===== config.mk =====
export PLATFORM = sky130hd
export DESIGN_NAME = ama_riscv_imm_enc
export DESIGN_NICKNAME = d
export VERILOG_FILES = /design/src/rtl/ama_riscv_imm_enc_pkg.sv /design/src/rtl/ama_riscv_imm_chk.sv /design/src/rtl/ama_riscv_imm_enc.sv
export SDC_FILE = /design/constraint.sdc
export NUM_CORES = 1
export LEC_CHECK = 0
export BUFFER_PORTS_ARGS = -buffer_cell sky130_fd_sc_hd__buf_2
export CAP_MARGIN = 20
export CORE_MARGIN = 3
export CORE_UTILIZATION = 54
export DETAILED_ROUTE_END_ITERATION = 12
export PLACE_DENSITY = 0.86
export SYNTH_ARGS = -nofsm -noshare
export SYNTH_HDL_FRONTEND = slang
export SYNTH_SLANG_ARGS = --single-unit

===== constraint.sdc =====
create_clock -name clk -period 2.2 [get_ports clk]
set_clock_uncertainty 0.1 [all_clocks]
set_input_delay 0.22 -clock clk [delete_from_list [all_inputs] [get_ports clk]]
set_output_delay 0.22 -clock clk [all_outputs]
set_load 0.02 [all_outputs]

===== src/rtl/ama_riscv_imm_enc_pkg.sv =====
// Shared types and helpers for the immediate encoder.
// Format codes match the immediate generator's select encoding.
package ama_riscv_imm_enc_pkg;

  localparam logic [3:0] IG_I_TYPE = 4'd1;
  localparam logic [3:0] IG_S_TYPE = 4'd2;
  localparam logic [3:0] IG_B_TYPE = 4'd3;
  localparam logic [3:0] IG_J_TYPE = 4'd4;
  localparam logic [3:0] IG_U_TYPE = 4'd5;

  localparam int IE_ERR_RANGE = 0;
  localparam int IE_ERR_ALIGN = 1;
  localparam int IE_ERR_SEL   = 2;

  typedef struct packed {
    logic [31:0] inst;
    logic [31:0] imm;
    logic [3:0]  sel;
    logic [2:0]  err;
  } s1_t;

  function automatic logic [31:0] imm_pack(
    input logic [3:0]  sel,
    input logic [31:0] inst,
    input logic [31:0] imm
  );
    logic [31:0] r;
    r = inst;
    unique case (1'b1)
      (sel == IG_I_TYPE): begin
        r[31:20] = imm[11:0];
      end
      (sel == IG_S_TYPE): begin
        r[31:25] = imm[11:5];
        r[11:7]  = imm[4:0];
      end
      (sel == IG_B_TYPE): begin
        r[31]    = imm[12];
        r[30:25] = imm[10:5];
        r[11:8]  = imm[4:1];
        r[7]     = imm[11];
      end
      (sel == IG_J_TYPE): begin
        r[31]    = imm[20];
        r[30:21] = imm[10:1];
        r[20]    = imm[11];
        r[19:12] = imm[19:12];
      end
      (sel == IG_U_TYPE): begin
        r[31:12] = imm[31:12];
      end
      default: begin
        r = inst;
      end
    endcase
    return r;
  endfunction

endpackage


===== src/rtl/ama_riscv_imm_chk.sv =====
// Range/alignment/select checker for immediate encoding.
// Purely combinational so the loader can reuse it standalone.
import ama_riscv_imm_enc_pkg::*;

module ama_riscv_imm_chk (
  input  logic [3:0]  sel,
  input  logic [31:0] imm,
  output logic [2:0]  err
);

  logic fit11;
  logic fit12;
  logic fit20;

  assign fit11 = (&imm[31:11]) || (~|imm[31:11]);
  assign fit12 = (&imm[31:12]) || (~|imm[31:12]);
  assign fit20 = (&imm[31:20]) || (~|imm[31:20]);

  always_comb begin
    err = '0;
    unique case (1'b1)
      (sel == IG_I_TYPE),
      (sel == IG_S_TYPE): begin
        err[IE_ERR_RANGE] = !fit11;
      end
      (sel == IG_B_TYPE): begin
        err[IE_ERR_RANGE] = !fit12;
        err[IE_ERR_ALIGN] = imm[0];
      end
      (sel == IG_J_TYPE): begin
        err[IE_ERR_RANGE] = !fit20;
        err[IE_ERR_ALIGN] = imm[0];
      end
      (sel == IG_U_TYPE): begin
        err[IE_ERR_ALIGN] = |imm[11:0];
      end
      default: begin
        err[IE_ERR_SEL] = 1'b1;
      end
    endcase
  end

endmodule


===== src/rtl/ama_riscv_imm_enc.sv =====
// Two-stage valid/ready immediate encoder: check, then pack.
// Errored items pass the template through untouched.
import ama_riscv_imm_enc_pkg::*;

module ama_riscv_imm_enc #(
  parameter int CNT_W = 16
) (
  input  logic             clk,
  input  logic             rst_n,
  input  logic             in_valid,
  output logic             in_ready,
  input  logic [3:0]       in_sel,
  input  logic [31:0]      in_inst,
  input  logic [31:0]      in_imm,
  output logic             out_valid,
  input  logic             out_ready,
  output logic [31:0]      out_inst,
  output logic [2:0]       out_err,
  input  logic             cnt_clr,
  output logic [CNT_W-1:0] err_cnt
);

  logic        s1_valid;
  logic        s2_valid;
  logic        s1_advance;
  logic        out_fire;
  logic [2:0]  chk_err;
  logic [31:0] pack_inst;
  s1_t         s1;

  ama_riscv_imm_chk u_chk (
    .sel (in_sel),
    .imm (in_imm),
    .err (chk_err)
  );

  assign s1_advance = !s2_valid || out_ready;
  assign in_ready   = !s1_valid || s1_advance;
  assign out_valid  = s2_valid;
  assign out_fire   = s2_valid && out_ready;

  always_ff @(posedge clk or negedge rst_n) begin
    if (!rst_n) begin
      s1_valid <= 1'b0;
      s1       <= '0;
    end else if (in_ready) begin
      s1_valid <= in_valid;
      if (in_valid) begin
        s1.inst <= in_inst;
        s1.imm  <= in_imm;
        s1.sel  <= in_sel;
        s1.err  <= chk_err;
      end
    end
  end

  always_comb begin
    pack_inst = s1.inst;
    if (s1.err == 3'b000) begin
      pack_inst = imm_pack(s1.sel, s1.inst, s1.imm);
    end
  end

  always_ff @(posedge clk or negedge rst_n) begin
    if (!rst_n) begin
      s2_valid <= 1'b0;
      out_inst <= '0;
      out_err  <= '0;
    end else if (s1_advance) begin
      s2_valid <= s1_valid;
      if (s1_valid) begin
        out_inst <= pack_inst;
        out_err  <= s1.err;
      end
    end
  end

  always_ff @(posedge clk or negedge rst_n) begin
    if (!rst_n) begin
      err_cnt <= '0;
    end else if (cnt_clr) begin
      err_cnt <= '0;
    end else if (out_fire && (out_err != 3'b000)
                 && (err_cnt != {CNT_W{1'b1}})) begin
      err_cnt <= err_cnt + 1'b1;
    end
  end

endmodule


== Word level (Yosys, flattened, before mapping) ==
Index checks and enable logic that the tools add are counted.

* Add/subtract/negate cells: 1
* Equality and inequality tests: 11
* Multiplexer cells: 10
* Reduce and logical (&&, ||, !) cells: 33

{| class="wikitable"
|+ Operators with widths
! kind !! number
|-
| 2-to-1 mux 16 bit || 2
|-
| 2-to-1 mux 32 bit || 1
|-
| one-hot mux 7 bit (4 select lines) || 1
|-
| OR reduction 12 bit || 2
|-
| AND reduction 21 bit || 1
|-
| OR reduction 21 bit || 1
|-
| AND reduction 20 bit || 1
|-
| OR reduction 20 bit || 1
|-
| adder 16 x 1 -> 16 bit (second input constant) || 1
|-
| equality test 4 x 2 -> 1 bit (second input constant) || 4
|-
| equality test 4 x 3 -> 1 bit (second input constant) || 4
|-
| inequality test 16 bit (second input constant) || 1
|-
| one-hot mux 5 bit (3 select lines) || 1
|-
| AND reduction 12 bit || 1
|-
| one-hot mux 5 bit (2 select lines) || 1
|-
| equality test 4 x 1 -> 1 bit (second input constant) || 2
|-
| logical NOT 1 bit || 8
|-
| 2-to-1 mux 8 bit || 1
|-
| OR reduction 2 bit || 4
|-
| logical OR 1 bit || 5
|-
| OR reduction 5 bit || 1
|-
| AND reduction 2 bit || 2
|-
| logical AND 1 bit || 3
|-
| logical NOT 3 bit || 1
|-
| 5 further kinds || 5
|}

* Register bits after elaboration: 124
* Input port bits: 73
* Word-level logic and storage cells: 64

== Depth between registers and ports, before layout ==
Gate-level depths: netlist of run 1.

* Depth in word-level cells: 5
* Gate-level depth with buffers: 7

== Modules after synthesis ==
A second synthesis of run 1 with hierarchy kept.

* Cells, all modules: 490
* Area total of the unflattened synthesis: 5642.9 um^2

{| class="wikitable"
|+ Modules (own cells, without submodules)
! module !! times used !! cells an instance !! area an instance (um^2) !! sequential area each (um^2)
|-
| ama_riscv_imm_enc || 1 || 456 || 5435.2 || 3103.0
|-
| ama_riscv_imm_chk || 1 || 34 || 207.7 || 0.0
|}

== Worst setup path after synthesis of run 1 ==
No wires, ideal clock.

* Path type: register -> register
* Start: reg err_cnt[0]
* End: reg err_cnt[12]
* Library setup time: 0.125 ns
* Arrival time: 1.823 ns
* Data required time: 1.975 ns
* Path slack: 0.152 ns
* Stages on the path, launching flop included: 8
* Clock period less this slack: 2.048 ns
* Path through: dfrtp_1 -> ha_1 -> and2_1 -> nand4_1 -> clkbuf_1 -> and3_1 -> nand3_1 -> mux2_2

* Longest elaborated chain between the ends: 3

{| class="wikitable"
|+ RTL lines
! item !! RTL line !! text
|-
| start, declared || ama_riscv_imm_enc.sv:20 || <nowiki>output logic [CNT_W-1:0] err_cnt</nowiki>
|-
| start signal, assigned || ama_riscv_imm_enc.sv:85 || <nowiki>err_cnt <= err_cnt + 1'b1;</nowiki>
|-
| adder 16 x 1 -> 16 bit or inequality test 16 bit (tied branches) || ama_riscv_imm_enc.sv:85, ama_riscv_imm_enc.sv:84 ||
|-
| 2-to-1 mux 16 bit or logical AND 1 bit (tied branches) || ama_riscv_imm_enc.sv:83, ama_riscv_imm_enc.sv:84 ||
|-
| 2-to-1 mux 16 bit or nonzero test 2 bit (tied branches) || -- ||
|}

Parallel ways exist; a longest one is shown, timed or not. The select of a mux whose other input is x is not followed.
A chain may end at the register's enable or synchronous reset.

== Worst setup path in the final report of run 1 ==
* Start: reg s1[6] (netlist bit)
* End: reg out_inst[14]

* Longest elaborated chain between the ends: 4

{| class="wikitable"
|+ RTL lines
! item !! RTL line !! text
|-
| start, declared || ama_riscv_imm_enc.sv:29 || <nowiki>s1_t s1;</nowiki>
|-
| equality test 4 x 3 -> 1 bit, on equally long branches || ama_riscv_imm_enc_pkg.sv:43, ama_riscv_imm_enc_pkg.sv:49 ||
|-
| OR reduction 2 bit (no line) (*) || -- ||
|-
| 2-to-1 mux 8 bit (*) || ama_riscv_imm_enc_pkg.sv:29 || <nowiki>unique case (1'b1)</nowiki>
|-
| 2-to-1 mux 32 bit (*) || ama_riscv_imm_enc.sv:59 || <nowiki>if (s1.err == 3'b000) begin</nowiki>
|-
| end signal, assigned || ama_riscv_imm_enc.sv:72 || <nowiki>out_inst <= pack_inst;</nowiki>
|-
| end, declared || ama_riscv_imm_enc.sv:17 || <nowiki>output logic [31:0] out_inst,</nowiki>
|}

Mark *: on every way between the ends. The rest lies on a longest branch, timed or not.

==> impl_metrics.env, run 1 <==
export IMPL_clock_tree_root_cell="clkbuf_8"
export IMPL_ys_flop_type="dfrtp_1"
export IMPL_power_density_mw_per_mm2=959
export IMPL_grt_max_degree=51
export IMPL_grt_pass1_wl_mm=27.9
export IMPL_leakage_nw=3.70
export IMPL_p_sw_mw=2.19
export IMPL_synthArstFlopShare_pct=100
export IMPL_worstPathRequired_ps=2490
export IMPL_min_period_ps=2190
export IMPL_worstSetupEndpointType="register"
export IMPL_finalWirelength_mm=17.7
export IMPL_clock_path_buffers=2
export IMPL_start_util_pct=56.3
export IMPL_die_w_um=108
export IMPL_postSynthCellCount=463
export IMPL_synth_top_area_share_pct=55.3
export IMPL_antenna_found_initial=1
export IMPL_crit_arrival_ps=2480
export IMPL_r2r_start="s1[6]"
export IMPL_post_synth_top_area_cell="dfrtp_1"
export IMPL_synth_cell_type_count=48
export IMPL_clk_latency_ps=520
export IMPL_path_max_fanout=8
export IMPL_grt_overflow=0
export IMPL_drtPass1Iterations=6
export IMPL_seqCellArea_mm2=0.00310
export IMPL_syn_area_per_cell_um2=12.1
export IMPL_ys_seq_area_share_pct=55.3
export IMPL_drt_iter0_drc=549
export IMPL_drive_gt1_share_pct=38.5
export IMPL_placed_cells=709
export IMPL_slew_headroom_pct=52.4
export IMPL_mostFrequentLayoutCells="dfrtp_1 (124), buf_2 (124), mux2_2 (82)"
export IMPL_routedWlPerCell_um=21.6
export IMPL_critPathLaunch="s1[6]"
export IMPL_holdCritPathClass="input port to asynchronous set/reset pin"
export IMPL_timing_setup_tns_ps=0
export IMPL_seqPwrFrac_pct=39.1
export IMPL_intPower_mw=5.37
export IMPL_fin_cells=818
export IMPL_path_class="register to register"
export IMPL_reg2regPathDepth=6
export IMPL_clock_sinks=124
export IMPL_area_delta_synth_final_pct=40.7
export IMPL_multi_input_area_mm2=0.00239
export IMPL_power_share_clock_pct=40.5
export IMPL_nets=745
export IMPL_htreeDepth=4
export IMPL_vias=4995
export IMPL_status="complete, no violations"
export IMPL_drv_cap=0
export IMPL_critPathLaunchType="register"
export IMPL_synthTopCellsByArea="dfrtp_1 (55%), mux2_2 (16%), mux2i_1 (5.0%)"
export IMPL_drc=0
export IMPL_grt_pass1_vias=5231
export IMPL_rows=36
export IMPL_antenna_left=0
export IMPL_clock_fmax_mhz=457
export IMPL_synth_edf_count=0
export IMPL_grt_usage_pct=31.6
export IMPL_die_h_um=108
export IMPL_io_buffers=125
export IMPL_cts_tree="yes"
export IMPL_yosysWarnings=0
export IMPL_synth_nets=537
export IMPL_fin_crit_sh_pct=99.5
export IMPL_worstMarginPinSlew_ps=715
export IMPL_setup_viol=0
export IMPL_synth_area_mm2=0.00561
export IMPL_die_area_mm2=0.0116
export IMPL_clkTransAtPathRegs_ps=60
export IMPL_cts_inserted_buffers=17
export IMPL_nFillCells=544
export IMPL_routed_via_density=6.11
export IMPL_gp_congestion=0.899
export IMPL_hold_worst_slack_ps=76.2
export IMPL_hold_violations=0
export IMPL_vdd_ir_drop_max_uv=680
export IMPL_core_mm2=0.00995
export IMPL_power_total_mw=7.57
export IMPL_swShare_pct=29.0
export IMPL_dpl_hpwl_mm=10.0
export IMPL_ys_ff_latch=124
export IMPL_combinationalPowerShare_pct=20.4
export IMPL_io_pins=126
export IMPL_slew_violations=0
==> repair_timing <==
item                                   4_1_cts  5_1_grt
setup endpoints to repair                    4        9
gates resized for setup                      1        6
pin swaps                                    0        1
endpoints found under the hold margin      186        0
setup buffers                                0        3
hold buffers                                73        0
==> layout make-up <==
cell class	instances	share of cell area, %
antenna	1	0.0317
clock buffer	21	5.82
clock inverter	11	2.39
inverter	10	0.476
multi-input combinational	306	30.3
sequential	124	39.3
tap	133	2.11
timing repair buffer	212	19.5
==> path summary, 6_finish.rpt <==
check / endpoint / slack (ps)
worst min register to register: out_inst[10] / 380
max in group asynchronous: s1[67] / 1200
min in group clk: s1[45] / 370
worst max-delay path: out_inst[14] / 10
worst min-delay path: err_cnt[8] / 80
worst max register to register: out_inst[14] / 10
==> worst max-delay path, cell delays in order, from the launching register on <==
cell and delay, ps:
dfrtp_1 410, or4_4 600, nor2_4 240, buf_12 150, nand2_4 120, mux2i_1 280
o21ai_0 130
==> sequential cells by signal, summed over array words and instances (netlist names) <==
name       count
err_cnt       16
out_err        3
out_inst      32
out_valid      1
s1            71
s1_valid       1
==> cell families after synthesis <==
group	count (synthesis)	share of synthesized area [%]
xor+xnor	12	1.87
buf+inv	33	2.43
mux	110	21.5
simple gates	108	10.0
compound gates	75	8.68
flops	124	55.3
fa+ha+maj	1	0.223
==> metrics by stage <==
stage               setup WS (ps)  cell area (µm²)  util, %
global route                -8.31             7890     79.2
floorplan                     152             5610        -
CTS                          35.8             7840     78.7
global placement              185             6450     64.8
detailed placement           29.4             6450     64.8
finish                       10.2             7890     79.2
==> cell usage after synthesis, types with 4 or more instances <==
cell / n
dfrtp_1: 124
mux2i_1: 28
o21ai_1: 8
and3_1: 4
and4_1: 5
buf_1: 8
xor2_1: 9
nand2b_1: 4
inv_1: 10
o21ai_0: 26
clkbuf_1: 10
buf_2: 4
a22oi_1: 5
nor2_1: 19
o22ai_1: 6
nor4_1: 9
nand4_1: 7
o2111ai_1: 4
a21oi_1: 6
a22o_1: 4
nand2_1: 34
nand3_1: 8
mux2_2: 82
==> metal layers <==
metal	global-route usage (%)	vias to the layer above	wire, µm
li1	-	2122	-
met4	16.4	0	926
met1	39.7	2456	6720
met2	51.9	325	8690
met5	0	-	0
met3	6.72	92	1360
==> power by group through the flow <==
| stage | Combinational (mW) | Sequential (mW) | Clock (mW) |
|---|---|---|---|
| final | 1.54 | 2.96 | 3.06 |
| after global routing | 1.64 | 2.99 | 3.17 |
| after global placement | 1.26 | 2.91 | 0 |
| after detailed placement | 1.32 | 2.94 | 0 |
| after floorplan | 0.662 | 3.05 | 0 |
| after CTS | 1.45 | 2.90 | 3.06 |
(Power assumes the default switching activity.)
==> inputs of run 2 (changes only) <==
--- a/config.mk
+++ b/config.mk
@@ -10,7 +10,7 @@
 export CORE_MARGIN = 3
 export CORE_UTILIZATION = 54
 export DETAILED_ROUTE_END_ITERATION = 12
-export PLACE_DENSITY = 0.86
+export PLACE_DENSITY_LB_ADDON = 0.15
 export SYNTH_ARGS = -nofsm -noshare
 export SYNTH_HDL_FRONTEND = slang
 export SYNTH_SLANG_ARGS = --single-unit
==> constraint.sdc (replaced) <==
create_clock -name clk -period 2.1 [get_ports clk]
set_clock_uncertainty 0.1 [all_clocks]
set_input_delay 0.21 -clock clk [delete_from_list [all_inputs] [get_ports clk]]
set_output_delay 0.21 -clock clk [all_outputs]
set_load 0.02 [all_outputs]
==> run 2 against run 1 <==
Highest routed layer unchanged; critical path type unchanged; cell area is 2.6% lower; clock-buffer cell count is 3 higher; hold slack better by 150 ps; global-route usage is 6.2 points lower; die area stayed put; clock power is 18% lower; critical endpoint is now out_inst[16]; combinational power is 5% lower; cell count is 0.12% lower; sequential share of layout area is 1.0 points higher; power is 7.1% lower.
==> impl_metrics.env, run 2 (synthesized netlist as in run 1, its figures left out) <==
export IMPL_nFillCells=649
export IMPL_critPathLaunchType="register"
export IMPL_grt_pass1_vias=4552
export IMPL_clock_sinks=124
export IMPL_antenna_left=0
export IMPL_path_cells="or4_4 -> nor2_4 -> nand2_2 -> mux2i_1 -> o21ai_0"
export IMPL_vdd_ir_drop_max_uv=644
export IMPL_largest_register_ffs=71
export IMPL_multi_input_area_mm2=0.00238
export IMPL_leakage_nw=3.62
export IMPL_antenna_found_initial=0
export IMPL_routed_via_density=5.44
export IMPL_cts_tree="yes"
export IMPL_worstSetupEndpointType="register"
export IMPL_power_density_mw_per_mm2=914
export IMPL_seqPwrFrac_pct=43.4
export IMPL_path_class="register to register"
export IMPL_cp_slowest_cell="or4_4"
export IMPL_htreeDepth=4
export IMPL_start_util_pct=56.3
export IMPL_path_max_fanout=8
export IMPL_die_h_um=108
export IMPL_combinationalPowerShare_pct=20.9
export IMPL_p_sw_mw=2.04
export IMPL_rsz0062_at_grt="yes"
export IMPL_die_area_mm2=0.0116
export IMPL_area_delta_synth_final_pct=37.1
export IMPL_setup_viol=0
export IMPL_finish_utilization_pct=77.2
export IMPL_routedWlPerCell_um=17.1
export IMPL_drv_cap=0
export IMPL_finalWirelength_mm=14.0
export IMPL_dpl_hpwl_mm=9.17
export IMPL_core_mm2=0.00995
export IMPL_clk_latency_ps=510
export IMPL_seqCellArea_mm2=0.00310
export IMPL_grt_overflow=0
export IMPL_swShare_pct=29.0
export IMPL_io_buffers=125
export IMPL_worstMarginPinSlew_ps=642
export IMPL_io_pins=126
export IMPL_slew_violations=0
export IMPL_worstPathRequired_ps=2370
export IMPL_drt_iter0_drc=239
export IMPL_power_share_clock_pct=35.7
export IMPL_reg2regPathDepth=5
export IMPL_r2r_slack_ps=100
export IMPL_drtPass1Iterations=4
export IMPL_top_register="s1"
export IMPL_hold_violations=0
export IMPL_reg_largest_list="s1 x71, out_inst x32, err_cnt x16"
export IMPL_gp_congestion=0.835
export IMPL_clock_path_buffers=2
export IMPL_cts_inserted_buffers=17
export IMPL_critPathLaunch="s1[1]"
export IMPL_r2r_start="s1[1]"
export IMPL_grt_max_degree=125
export IMPL_clock_tree_root_cell="clkbuf_8"
export IMPL_nets=744
export IMPL_slew_headroom_pct=57.2
export IMPL_intPower_mw=4.99
export IMPL_mostFrequentLayoutCells="dfrtp_1 (124), buf_2 (124), mux2_2 (82)"
export IMPL_power_total_mw=7.03
export IMPL_min_period_ps=2000
export IMPL_clkTransAtPathRegs_ps=60
export IMPL_grt_pass1_wl_mm=22.8
export IMPL_status="complete, no violations"
export IMPL_cp_slowest_stage_delay_ps=570
export IMPL_rows=36
export IMPL_vias=4441
export IMPL_holdCritPathClass="input port to asynchronous set/reset pin"
export IMPL_drive_gt1_share_pct=37.6
export IMPL_die_w_um=108
export IMPL_drc=0
export IMPL_fin_crit_sh_pct=95.4
export IMPL_clock_fmax_mhz=499
export IMPL_crit_arrival_ps=2270
export IMPL_grt_usage_pct=25.4
[run 2: cell count changes in the layout (fill, tap and decap cells not counted)]
cell	before	now
a22oi_1	4	5
a22oi_2	1	0
buf_12	6	2
buf_4	9	12
bufinv_16	5	0
clkbuf_1	1	4
clkinv_2	3	7
clkinv_4	1	0
clkinvlp_4	2	1
mux2i_1	27	28
mux2i_2	1	0
o21ai_0	23	26
o21ai_1	11	8
[run 2: cell type report]
type,instances,share of cell area (%)
antenna,1,0.0326
clock buffer,24,6.12
clock inverter,8,0.553
inverter,10,0.488
multi-input combinational,306,31.0
sequential,124,40.4
tap,133,2.16
timing repair buffer,211,19.3
[run 2: power groups by stage]
stage / sequential (mW) / combinational, mW / clock (mW)
detailed placement: 3.08 / 1.36 / 0
CTS: 3.04 / 1.47 / 2.55
global route: 3.09 / 1.61 / 2.67
floorplan: 3.19 / 0.694 / 0
global placement: 3.06 / 1.33 / 0
finish: 3.05 / 1.47 / 2.51
[run 2: what timing repair did]
| action | 4_1_cts | 5_1_grt |
|---|---|---|
| buffers inserted | 0 | 0 |
| endpoints found under the hold margin | 211 | 0 |
| endpoints found under the setup margin | 0 | 13 |
| hold buffers | 73 | 0 |
| gates resized for setup | 0 | 1 |
[run 2: through the flow]
| stage | instances | hold WS [ps] | area (µm²) | setup WS (ps) | TNS (ps) |
|---|---|---|---|---|---|
| floorplan | 463 | -186 | 5610 | 52.2 | 0 |
| global placement | 711 | 257 | 6440 | 159 | 0 |
| detailed placement | 711 | 258 | 6440 | 42.8 | 0 |
| CTS | 816 | 261 | 7680 | 26.9 | 0 |
| global route | 816 | 316 | 7680 | -6.16 | -6.16 |
| finish | 817 | 223 | 7690 | 97.6 | 0 |
[run 2: path summary, 6_finish.rpt]
path,to
setup / recovery,out_inst[16]
hold / removal,err_cnt[7]
setup reg to reg,out_inst[16]
hold reg to reg,out_inst[10]
max in group asynchronous,s1[60]
min in group clk,s1[44]
[run 2: worst max-delay path: cells and delay by family (launching register included)]
family	cells	cell delay, ps
compound gates	1	110
mux	1	260
flops	1	410
simple gates	3	960
[run 2: routing by layer]
| metal | GRT usage (%) | part of all wire [%] |
|---|---|---|
| met1 | 32.4 | 43 |
| met2 | 43.0 | 51 |
| met3 | 6.12 | 4.9 |
| met4 | 8.03 | 1.5 |
| met5 | 0 | 0 |
